<file path="src/rtl/instr_fetch_unit_if.sv">
// Bus bundle of the fetch stage: instruction-memory port, redirect input and
// the decode-side instruction stream. The master modport is the fetch unit.
//
// Handshakes:
//  - Memory: oIMemReq is a one-cycle pulse carrying oIMemAddr. At most one read
//    is outstanding. The memory answers with a one-cycle iIMemAck carrying
//    iIMemData, no earlier than the cycle after the request.
//  - Decode: an instruction moves to decode in every cycle where oValid and
//    iReady are both high. oValid never depends on iReady. While oValid is low,
//    oInstr/oPC/oOp/oFunct are zero.
//  - Redirect: iRedirect takes priority over any memory or decode transfer in
//    the same cycle.
interface instr_fetch_unit_if;
   logic        oIMemReq;
   logic [31:0] oIMemAddr;
   logic        iIMemAck;
   logic [31:0] iIMemData;
   logic        iRedirect;
   logic [31:0] iRedirectPC;
   logic        oValid;
   logic        iReady;
   logic [31:0] oInstr;
   logic [31:0] oPC;
   logic [5:0]  oOp;
   logic [5:0]  oFunct;

   modport master (
      output oIMemReq, oIMemAddr, oValid, oInstr, oPC, oOp, oFunct,
      input  iIMemAck, iIMemData, iRedirect, iRedirectPC, iReady
   );

   modport slave (
      input  oIMemReq, oIMemAddr, oValid, oInstr, oPC, oOp, oFunct,
      output iIMemAck, iIMemData, iRedirect, iRedirectPC, iReady
   );
endinterface

</file>
<file path="src/rtl/instr_fetch_unit.sv">
// Fetch stage: holds the fetch PC, issues single outstanding word reads,
// buffers returned words in a small FIFO and presents the head to decode.
// The head word/PC/valid are registers loaded with the next-cycle head, so the
// decode side sees only flop outputs.
module instr_fetch_unit #(
   parameter logic [31:0] RESET_PC   = 32'h0000_0000,
   parameter int          FIFO_DEPTH = 2
) (
   input  logic                iClk,
   input  logic                iReset,
   instr_fetch_unit_if.master  bus,
   output logic [1:0]          oFsmState
);

   localparam int PTR_W = $clog2(FIFO_DEPTH);
   localparam int CNT_W = $clog2(FIFO_DEPTH + 1);

   // IDLE: may request; WAIT: read in flight; DROP: read in flight, data stale
   typedef enum logic [1:0] {
      IDLE = 2'd0,
      WAIT = 2'd1,
      DROP = 2'd2
   } state_t;

   state_t            state;
   logic [31:0]       fetchPC;
   logic [31:0]       redirectPC;

   logic [31:0]       bufInstr [FIFO_DEPTH];
   logic [31:0]       bufPC    [FIFO_DEPTH];
   logic [PTR_W-1:0]  rdPtr;
   logic [PTR_W-1:0]  wrPtr;
   logic [PTR_W-1:0]  nextRdPtr;
   logic [CNT_W-1:0]  count;
   logic [CNT_W-1:0]  nextCount;

   logic              headValid;
   logic [31:0]       headInstr;
   logic [31:0]       headPC;
   logic [31:0]       nextHeadInstr;
   logic [31:0]       nextHeadPC;

   logic              reqNow;
   logic              push;
   logic              pop;

   // Low two bits of the redirect target are forced to zero (word fetch)
   assign redirectPC = bus.iRedirectPC & 32'hFFFF_FFFC;

   // Request/transfer qualifiers; redirect and reset suppress everything
   always_comb begin
      reqNow = 1'b0;
      push   = 1'b0;
      pop    = 1'b0;
      if (!iReset) begin
         reqNow = (state == IDLE) && (count < CNT_W'(FIFO_DEPTH)) && !bus.iRedirect;
         push   = (state == WAIT) && bus.iIMemAck && !bus.iRedirect;
         pop    = headValid && bus.iReady && !bus.iRedirect;
      end
   end

   // Next read pointer, occupancy and the head entry visible next cycle
   always_comb begin
      nextRdPtr = rdPtr;
      if (pop) begin
         nextRdPtr = rdPtr + 1'b1;
      end
      nextCount     = count + CNT_W'(push) - CNT_W'(pop);
      nextHeadInstr = '0;
      nextHeadPC    = '0;
      if (nextCount != '0) begin
         // A word pushed into the slot that becomes the head is not in storage yet
         if (push && (wrPtr == nextRdPtr)) begin
            nextHeadInstr = bus.iIMemData;
            nextHeadPC    = fetchPC;
         end else begin
            nextHeadInstr = bufInstr[nextRdPtr];
            nextHeadPC    = bufPC[nextRdPtr];
         end
      end
   end

   // Fetch FSM and fetch PC
   always_ff @(posedge iClk) begin
      if (iReset) begin
         state   <= IDLE;
         fetchPC <= RESET_PC;
      end else begin
         case (state)
            IDLE: begin
               if (bus.iRedirect) begin
                  fetchPC <= redirectPC;
               end else if (reqNow) begin
                  state <= WAIT;
               end
            end
            WAIT: begin
               if (bus.iRedirect) begin
                  fetchPC <= redirectPC;
                  state   <= bus.iIMemAck ? IDLE : DROP;
               end else if (bus.iIMemAck) begin
                  fetchPC <= fetchPC + 32'd4;
                  state   <= IDLE;
               end
            end
            DROP: begin
               // The stale read still completes; only then can a new one start
               if (bus.iRedirect) begin
                  fetchPC <= redirectPC;
               end
               if (bus.iIMemAck) begin
                  state <= IDLE;
               end
            end
            default: begin
               state <= IDLE;
            end
         endcase
      end
   end

   // FIFO pointers, occupancy and registered head; redirect flushes
   always_ff @(posedge iClk) begin
      if (iReset || bus.iRedirect) begin
         rdPtr     <= '0;
         wrPtr     <= '0;
         count     <= '0;
         headValid <= 1'b0;
         headInstr <= '0;
         headPC    <= '0;
      end else begin
         rdPtr     <= nextRdPtr;
         if (push) begin
            wrPtr <= wrPtr + 1'b1;
         end
         count     <= nextCount;
         headValid <= (nextCount != '0);
         headInstr <= nextHeadInstr;
         headPC    <= nextHeadPC;
      end
   end

   // FIFO storage write (contents are don't-care until counted)
   always_ff @(posedge iClk) begin
      if (push) begin
         bufInstr[wrPtr] <= bus.iIMemData;
         bufPC[wrPtr]    <= fetchPC;
      end
   end

   assign bus.oIMemReq  = reqNow;
   assign bus.oIMemAddr = (reqNow || (state == WAIT)) ? fetchPC : 32'h0;
   assign bus.oValid    = headValid;
   assign bus.oInstr    = headInstr;
   assign bus.oPC       = headPC;
   assign bus.oOp       = headInstr[31:26];
   assign bus.oFunct    = headInstr[5:0];
   assign oFsmState     = state;

endmodule

</file>
<file path="src/flat_wrapper.sv">
// flat-port wrapper written by rule: the top's interface ports become plain ports
module instr_fetch_unit_flat 
#(
   parameter logic [31:0] RESET_PC   = 32'h0000_0000,
   parameter int          FIFO_DEPTH = 2
)
  (iClk, iReset, oFsmState, bus_oIMemReq, bus_oIMemAddr, bus_oValid, bus_oInstr, bus_oPC, bus_oOp, bus_oFunct, bus_iIMemAck, bus_iIMemData, bus_iRedirect, bus_iRedirectPC, bus_iReady);
  instr_fetch_unit_if bus_i ();
  input  logic iClk;
  input  logic iReset;
  output logic [1:0] oFsmState;
  output wire logic [$bits(bus_i.oIMemReq)-1:0] bus_oIMemReq;
  output wire logic [$bits(bus_i.oIMemAddr)-1:0] bus_oIMemAddr;
  output wire logic [$bits(bus_i.oValid)-1:0] bus_oValid;
  output wire logic [$bits(bus_i.oInstr)-1:0] bus_oInstr;
  output wire logic [$bits(bus_i.oPC)-1:0] bus_oPC;
  output wire logic [$bits(bus_i.oOp)-1:0] bus_oOp;
  output wire logic [$bits(bus_i.oFunct)-1:0] bus_oFunct;
  input wire logic [$bits(bus_i.iIMemAck)-1:0] bus_iIMemAck;
  input wire logic [$bits(bus_i.iIMemData)-1:0] bus_iIMemData;
  input wire logic [$bits(bus_i.iRedirect)-1:0] bus_iRedirect;
  input wire logic [$bits(bus_i.iRedirectPC)-1:0] bus_iRedirectPC;
  input wire logic [$bits(bus_i.iReady)-1:0] bus_iReady;
  assign bus_oIMemReq = bus_i.oIMemReq;
  assign bus_oIMemAddr = bus_i.oIMemAddr;
  assign bus_oValid = bus_i.oValid;
  assign bus_oInstr = bus_i.oInstr;
  assign bus_oPC = bus_i.oPC;
  assign bus_oOp = bus_i.oOp;
  assign bus_oFunct = bus_i.oFunct;
  assign bus_i.iIMemAck = bus_iIMemAck;
  assign bus_i.iIMemData = bus_iIMemData;
  assign bus_i.iRedirect = bus_iRedirect;
  assign bus_i.iRedirectPC = bus_iRedirectPC;
  assign bus_i.iReady = bus_iReady;
  instr_fetch_unit #(.RESET_PC(RESET_PC), .FIFO_DEPTH(FIFO_DEPTH)) u_core (.iClk(iClk), .iReset(iReset), .bus(bus_i), .oFsmState(oFsmState));
endmodule
</file>
<file path="config.mk">
export PLATFORM = sky130hd
export DESIGN_NAME = instr_fetch_unit_flat
export DESIGN_NICKNAME = d
export VERILOG_FILES = /design/src/rtl/instr_fetch_unit_if.sv /design/src/rtl/instr_fetch_unit.sv /design/src/flat_wrapper.sv
export SDC_FILE = /design/constraint.sdc
export NUM_CORES = 1
export LEC_CHECK = 0
export ABC_AREA = 1
export CORE_MARGIN = 8
export CORE_UTILIZATION = 30
export DETAILED_ROUTE_END_ITERATION = 10
export GPL_ROUTABILITY_DRIVEN = 0
export PLACE_DENSITY = 0.51
export SYNTH_ARGS = -nofsm -noshare
export SYNTH_HDL_FRONTEND = slang
export SYNTH_SLANG_ARGS = --single-unit
export TNS_END_PERCENT = 10
</file>
<file path="constraint.sdc">
create_clock -name iClk -period 5.7 [get_ports iClk]
set_clock_uncertainty 0.05 [all_clocks]
set_input_delay 0.57 -clock iClk [delete_from_list [all_inputs] [get_ports iClk]]
set_output_delay 0.57 -clock iClk [all_outputs]
set_load 0.01 [all_outputs]
</file>
==> results.md, run 1 <==
- Die W: 201.5 microns
- Period utilization: 0.6584
- Vias/cell: 4.373
- Count leader, synth: nand2_1
- Initial antenna violation count: 0
- Core area: 34,200 sq um
- CTS max path bufs: 3
- CTS resizes: 0
- Top Ports: 181
- Vias: 8,549
- Post-route DRC: 0
- Layout cell share with drive strength beyond 1: 0.05067
- Post-CTS setup buffers: 0
- Status: complete, no violations
- Ys Warns: 0
- Post-CTS Hold Fix Bufs: 0
- Worst-Skew Late Latency: 0.53 ns
- Final HPWL DP: 19.83 mm
- DP Area: 12,410 sq um
- Multi-input gate area: 3470 sq um
- Pin count of the biggest net entering global routing: 63
- First-pass GRT wire length: 47.75 mm
- Tot Pwr: 0.004393 W
- TritonCTS buffer count: 28
- WS Path Type: primary input to output pin
- Critical Path RT: 5.08 ns
- Pleak: 5.564 nW
- Drt first pass iters: 4
- Die ar.: 40,610 sq um
- Worst endpoint data arrival time: 3.13 ns
- Top cell types by occurrence after synthesis: nand2_1, inv_1, nor2_1, edfxtp_1, dfxtp_1
- Die H: 201.5 microns
- Synthesized flop and latch total: 223
- Reg area: 5705 sq um
- Design area: 13,300 sq um
- Highest Clock Rate: 266.5 MHz
- VDD IR max: 201.8 uV
- Cells after Synth: 1,333
- PwrDens: 330.4 nW/um^2
- Hold Worst Slack: 0.4788 ns
- Nets@finish: 1,551
- Share of the synthesized area in the top cell type: 0.3606
- CTS tree: built
- Drt wl/cell: 15.59 microns
- Initial core utilization: 0.3019
- Vias in the first global route: 8,385
- Post-synth top flop: edfxtp_1
- FP Rows: 68
- # fillers: 3,616
- Initial DRC count: 497
- Synth Cell Area: 10,320 sq um
- Min Tclk post-route: 3.753 ns
- Clock sink count: 223
- Slew Viols, Final: 0
- GRT Residual Overflow: 0
- Fin. Hold Viols: 0
- Layout area overhead: 28.78%
- Hold Path Class: flop to flop
- Setup violators final: 0
- Worst setup EP type: output pin
- RSZ-0062 raised after global routing: no
- Post-DRT Antenna Nets: 0
- Total GRT Usage: 0.1462
- Slew of the pin with the lowest slew margin: 1.090 ns
- Maxcap violations: 0
- Mean Syn Cell Area: 7.746 sq um
- Antenna Cells: 0
- Synth area leaders: edfxtp_1, dfxtp_1, nand2_1
- Max FO, Critical Path: 28
- Post-synth EDFFs: 124
- H-tree levels: 1
- WL final: 30.48 mm
- Synth cell types: 36
- Port Buffers: 174
- Slew margin rel.: 0.2717
- Clock root cell: clkbuf_16
- Sequential share of the synthesized area: 0.5526
- TNS Setup: 0 ns
- Worst-path clk slew: 0.05 ns
- Startpoint types: primary input
- Leading area contributor after synthesis: edfxtp_1
- Async set-reset flop share out of synthesis: 0
==> metrics by stage <==
stage	worst slack [ns]	cells	utilization
6_report	1.947	1955	0.3888
5_1_grt	1.780	1955	0.3888
3_3_place_gp	1.927	1905	0.3628
3_5_place_dp	1.913	1905	0.3628
2_1_floorplan	1.422	1336	-
4_1_cts	1.898	1955	0.3888
==> per-layer routing <==
metal / wire length (microns) / vias to the layer above / part of all wire / global-route usage
met2: 14740 / 219 / 0.48 / 0.2534
li1: - / 4354 / - / -
met3: 1590 / 40 / 0.052 / 0.02959
met5: 0 / - / 0 / 0
met4: 610 / 0 / 0.020 / 0.03783
met1: 13540 / 3936 / 0.44 / 0.1832
==> where the power goes <==
| group | internal, W | leakage, nW | total, W | switching (W) |
|---|---|---|---|---|
| Clock | 0.00102 | 0.439 | 0.00170 | 0.000679 |
| Sequential | 0.00182 | 1.94 | 0.00189 | 0.0000713 |
| Combinational | 0.000351 | 3.19 | 0.000808 | 0.000456 |
==> critical path: stages <==
cell,delay [ns]
clkdlybuf4s50_1,0.40
buf_4,0.24
inv_4,0.14
nand2_4,0.11
nor4_1,0.32
inv_1,0.11
nand2_1,0.12
inv_1,0.10
buf_4,0.26
nor2_1,0.17
clkdlybuf4s50_1,0.56
==> cells in the final DEF (no fill, tap or decap), types with 3 or more instances in the layout <==
| master | count |
|---|---|
| nor2_4 | 4 |
| conb_1 | 4 |
| clkbuf_16 | 29 |
| nor3_1 | 3 |
| inv_2 | 8 |
| buf_4 | 9 |
| clkbuf_8 | 4 |
| nand2_1 | 468 |
| dfxtp_1 | 99 |
| inv_1 | 194 |
| a21oi_1 | 29 |
| nand4_1 | 5 |
| clkdlybuf4s50_1 | 174 |
| edfxtp_1 | 124 |
| nor2_1 | 173 |
| a31oi_1 | 3 |
| nand3_1 | 93 |
| clkbuf_1 | 5 |
| clkinv_2 | 6 |
| o21ai_0 | 20 |
| clkinv_1 | 15 |
==> sequential cells by signal (all words and copies together) (netlist names) <==
name and cells:
u_core.rdPtr 1, u_core.bus.oValid 1, u_core.bufInstr 64, u_core.oFsmState 2, u_core.bufPC 60, u_core.bus.oInstr 32
u_core.fetchPC 30, u_core.bus.oPC 30, u_core.count 2, u_core.wrPtr 1
==> kinds of logic (layout without fill, tap and decap cells) <==
kind of cell,count (synthesis),count (layout),share of synthesized area
AOI/OAI and AO/OA,63,63,0.03308
xor gates and xnor gates,2,2,0.003515
adders and majority gates,2,2,0.002423
buffers and inverters,287,451,0.1163
DFF,223,223,0.5526
other,1,4,0.0003632
and+or+nand+nor,755,755,0.2917
==> final timing paths <==
path | startpoint | end | slack (ns) | cells after the start
max | iReset | bus_oIMemAddr[20] | 1.95 | 11
min | u_core.fetchPC[2] | u_core.bufPC[0][2] | 0.48 | 0
max reg2reg | u_core.oFsmState[0] | u_core.fetchPC[2] | 2.66 | 6
min reg2reg | u_core.fetchPC[2] | u_core.bufPC[0][2] | 0.48 | 0
==> final cells by class <==
class,instances,area share
flip-flops and latches,223,0.4291
clock buffers,38,0.06013
inverters,216,0.06135
well taps,455,0.04282
multi-input cells,826,0.2609
repair buffers,185,0.1391
clock inverters,12,0.006587
No activity file was read; power rests on OpenSTA's default activity.
==> run 2: changes to the inputs <==
Clock period 5.7 ns to 3.6 ns, I/O delays scaled along.
==> results.md, run 2 (same netlist as run 1, synthesis figures left out) <==
- Leading cell types in the layout, fill and taps excluded: nand2_1, inv_1, clkdlybuf4s50_1
- Post-CTS setup buffers: 0
- Maxcap violations: 0
- First-pass GRT wire length: 47.18 mm
- Final HPWL DP: 20.02 mm
- Setup violators final: 0
- Period utilization: 0.8399
- Most common cell after layout, fill and taps aside: nand2_1
- Initial DRC count: 457
- Tot Pwr: 0.006941 W
- Max reg flops: 64
- CTS resizes: 0
- GR Util met3: 0.02895
- Place WS: 0.6040 ns
- PwrDens: 521.2 nW/um^2
- Layout area overhead: 28.99%
- Post-route DRC: 0
- Pleak: 5.583 nW
- Drt first pass iters: 5
- Nets@finish: 1,555
- FP Rows: 68
- Vias: 8,494
- Die ar.: 40,610 sq um
- Slew margin rel.: 0.4610
- Post-DRT Antenna Nets: 0
- Top Family by Delay on Critical Path: buffers and inverters
- Core area: 34,200 sq um
- CP peak stage delay: 0.56 ns
- Clock sink count: 223
- Initial core utilization: 0.3019
- Port Buffers: 174
- # fillers: 3,543
- Pin count of the biggest net entering global routing: 63
- Max FO, Critical Path: 28
- TritonCTS buffer count: 26
- Startpoint types: primary input
- WS Path Type: primary input to output pin
- WL final: 29.93 mm
- Hold Path Class: primary input to flop
- Critical Path RT: 3.19 ns
- DP Area: 12,460 sq um
- WP buf/inv: 6
- Layout cell share with drive strength beyond 1: 0.05053
- Slew Viols, Final: 0
- Total GRT Usage: 0.1450
- M1 GR Usage: 0.1836
- Final setup margin: 0.5763 ns
- Worst-path clk slew: 0.06 ns
- Highest Clock Rate: 330.7 MHz
- Crit path max-delay cell type: clkdlybuf4s50_1
- TNS Setup: 0 ns
- Clock root cell: clkbuf_16
- RSZ-0062 raised after global routing: no
- Most used routing layer: met2
- Met2 usage: 0.2455
- Design area: 13,320 sq um
- Die W: 201.5 microns
- Slew of the pin with the lowest slew margin: 0.8084 ns
- Initial antenna violation count: 0
- Biggest register: u_core.bufInstr
- H-tree levels: 1
- Drt wl/cell: 15.28 microns
- Worst endpoint data arrival time: 2.61 ns
- GRT Residual Overflow: 0
- CTS tree: built
- Worst-Skew Late Latency: 0.53 ns
- Vias/cell: 4.336
- Top Ports: 181
- Fin. Hold Viols: 0
- Post-CTS Hold Fix Bufs: 0
- CTS max path bufs: 3
- Min Tclk post-route: 3.024 ns
- Status: complete, no violations
- Die H: 201.5 microns
- VDD IR max: 288.5 uV
- Worst setup EP type: output pin
- Antenna Cells: 0
- CP Cell Sequence: clkdlybuf4s50_1, inv_2, nand2_4, nor4_1, inv_1, nand2_1, inv_1, buf_4, nor2_1, clkdlybuf4s50_1
- Vias in the first global route: 8,298
==> run 2: layout make-up <==
| cell class | instances | area (sq um) | share of cell area |
|---|---|---|---|
| flip-flops and latches | 223 | 5705 | 0.4284 |
| multi-input cells | 826 | 3462 | 0.2600 |
| repair buffers | 191 | 1907 | 0.1432 |
| inverters | 216 | 815.8 | 0.06126 |
| clock buffers | 37 | 733.2 | 0.05505 |
| well taps | 455 | 569.3 | 0.04275 |
| clock inverters | 11 | 125.1 | 0.009395 |
==> run 2: through the flow <==
stage,hold slack (ns),util,std cells
finish,0.3946,0.3894,1959
global route,0.3923,0.3894,1959
CTS,0.3715,0.3894,1959
detailed placement,0.4458,0.3643,1911
global placement,0.4395,0.3643,1911
floorplan,0.3983,-,1336
==> run 2: worst paths after layout <==
check | end | startpoint | cells after the start | slack (ns)
worst max-delay path | bus_oIMemAddr[19] | bus_iRedirect | 10 | 0.58
worst min-delay path | u_core.fetchPC[2] | bus_iRedirectPC[2] | 3 | 0.39
worst max register to register | u_core.bus.oPC[2] | u_core.oFsmState[0] | 9 | 1.24
worst min register to register | u_core.bufPC[1][31] | u_core.fetchPC[31] | 0 | 0.46
==> run 2: routing by layer <==
layer	routed length, microns	part of all wire
met2	14010	0.47
met1	13350	0.45
met5	0	0
met4	851	0.028
met3	1712	0.057
==> run 2: power breakdown <==
part	total, W	switching [W]	internal [W]	leakage (nW)
logic	0.00131	0.000723	0.000583	3.23
clock network	0.00265	0.00102	0.00162	0.421
registers	0.00299	0.000113	0.00288	1.94
==> run 2: worst min-delay path, stage by stage <==
cell and delay [ns]:
clkdlybuf4s50_1 0.42, nand2_1 0.07, a31oi_1 0.07
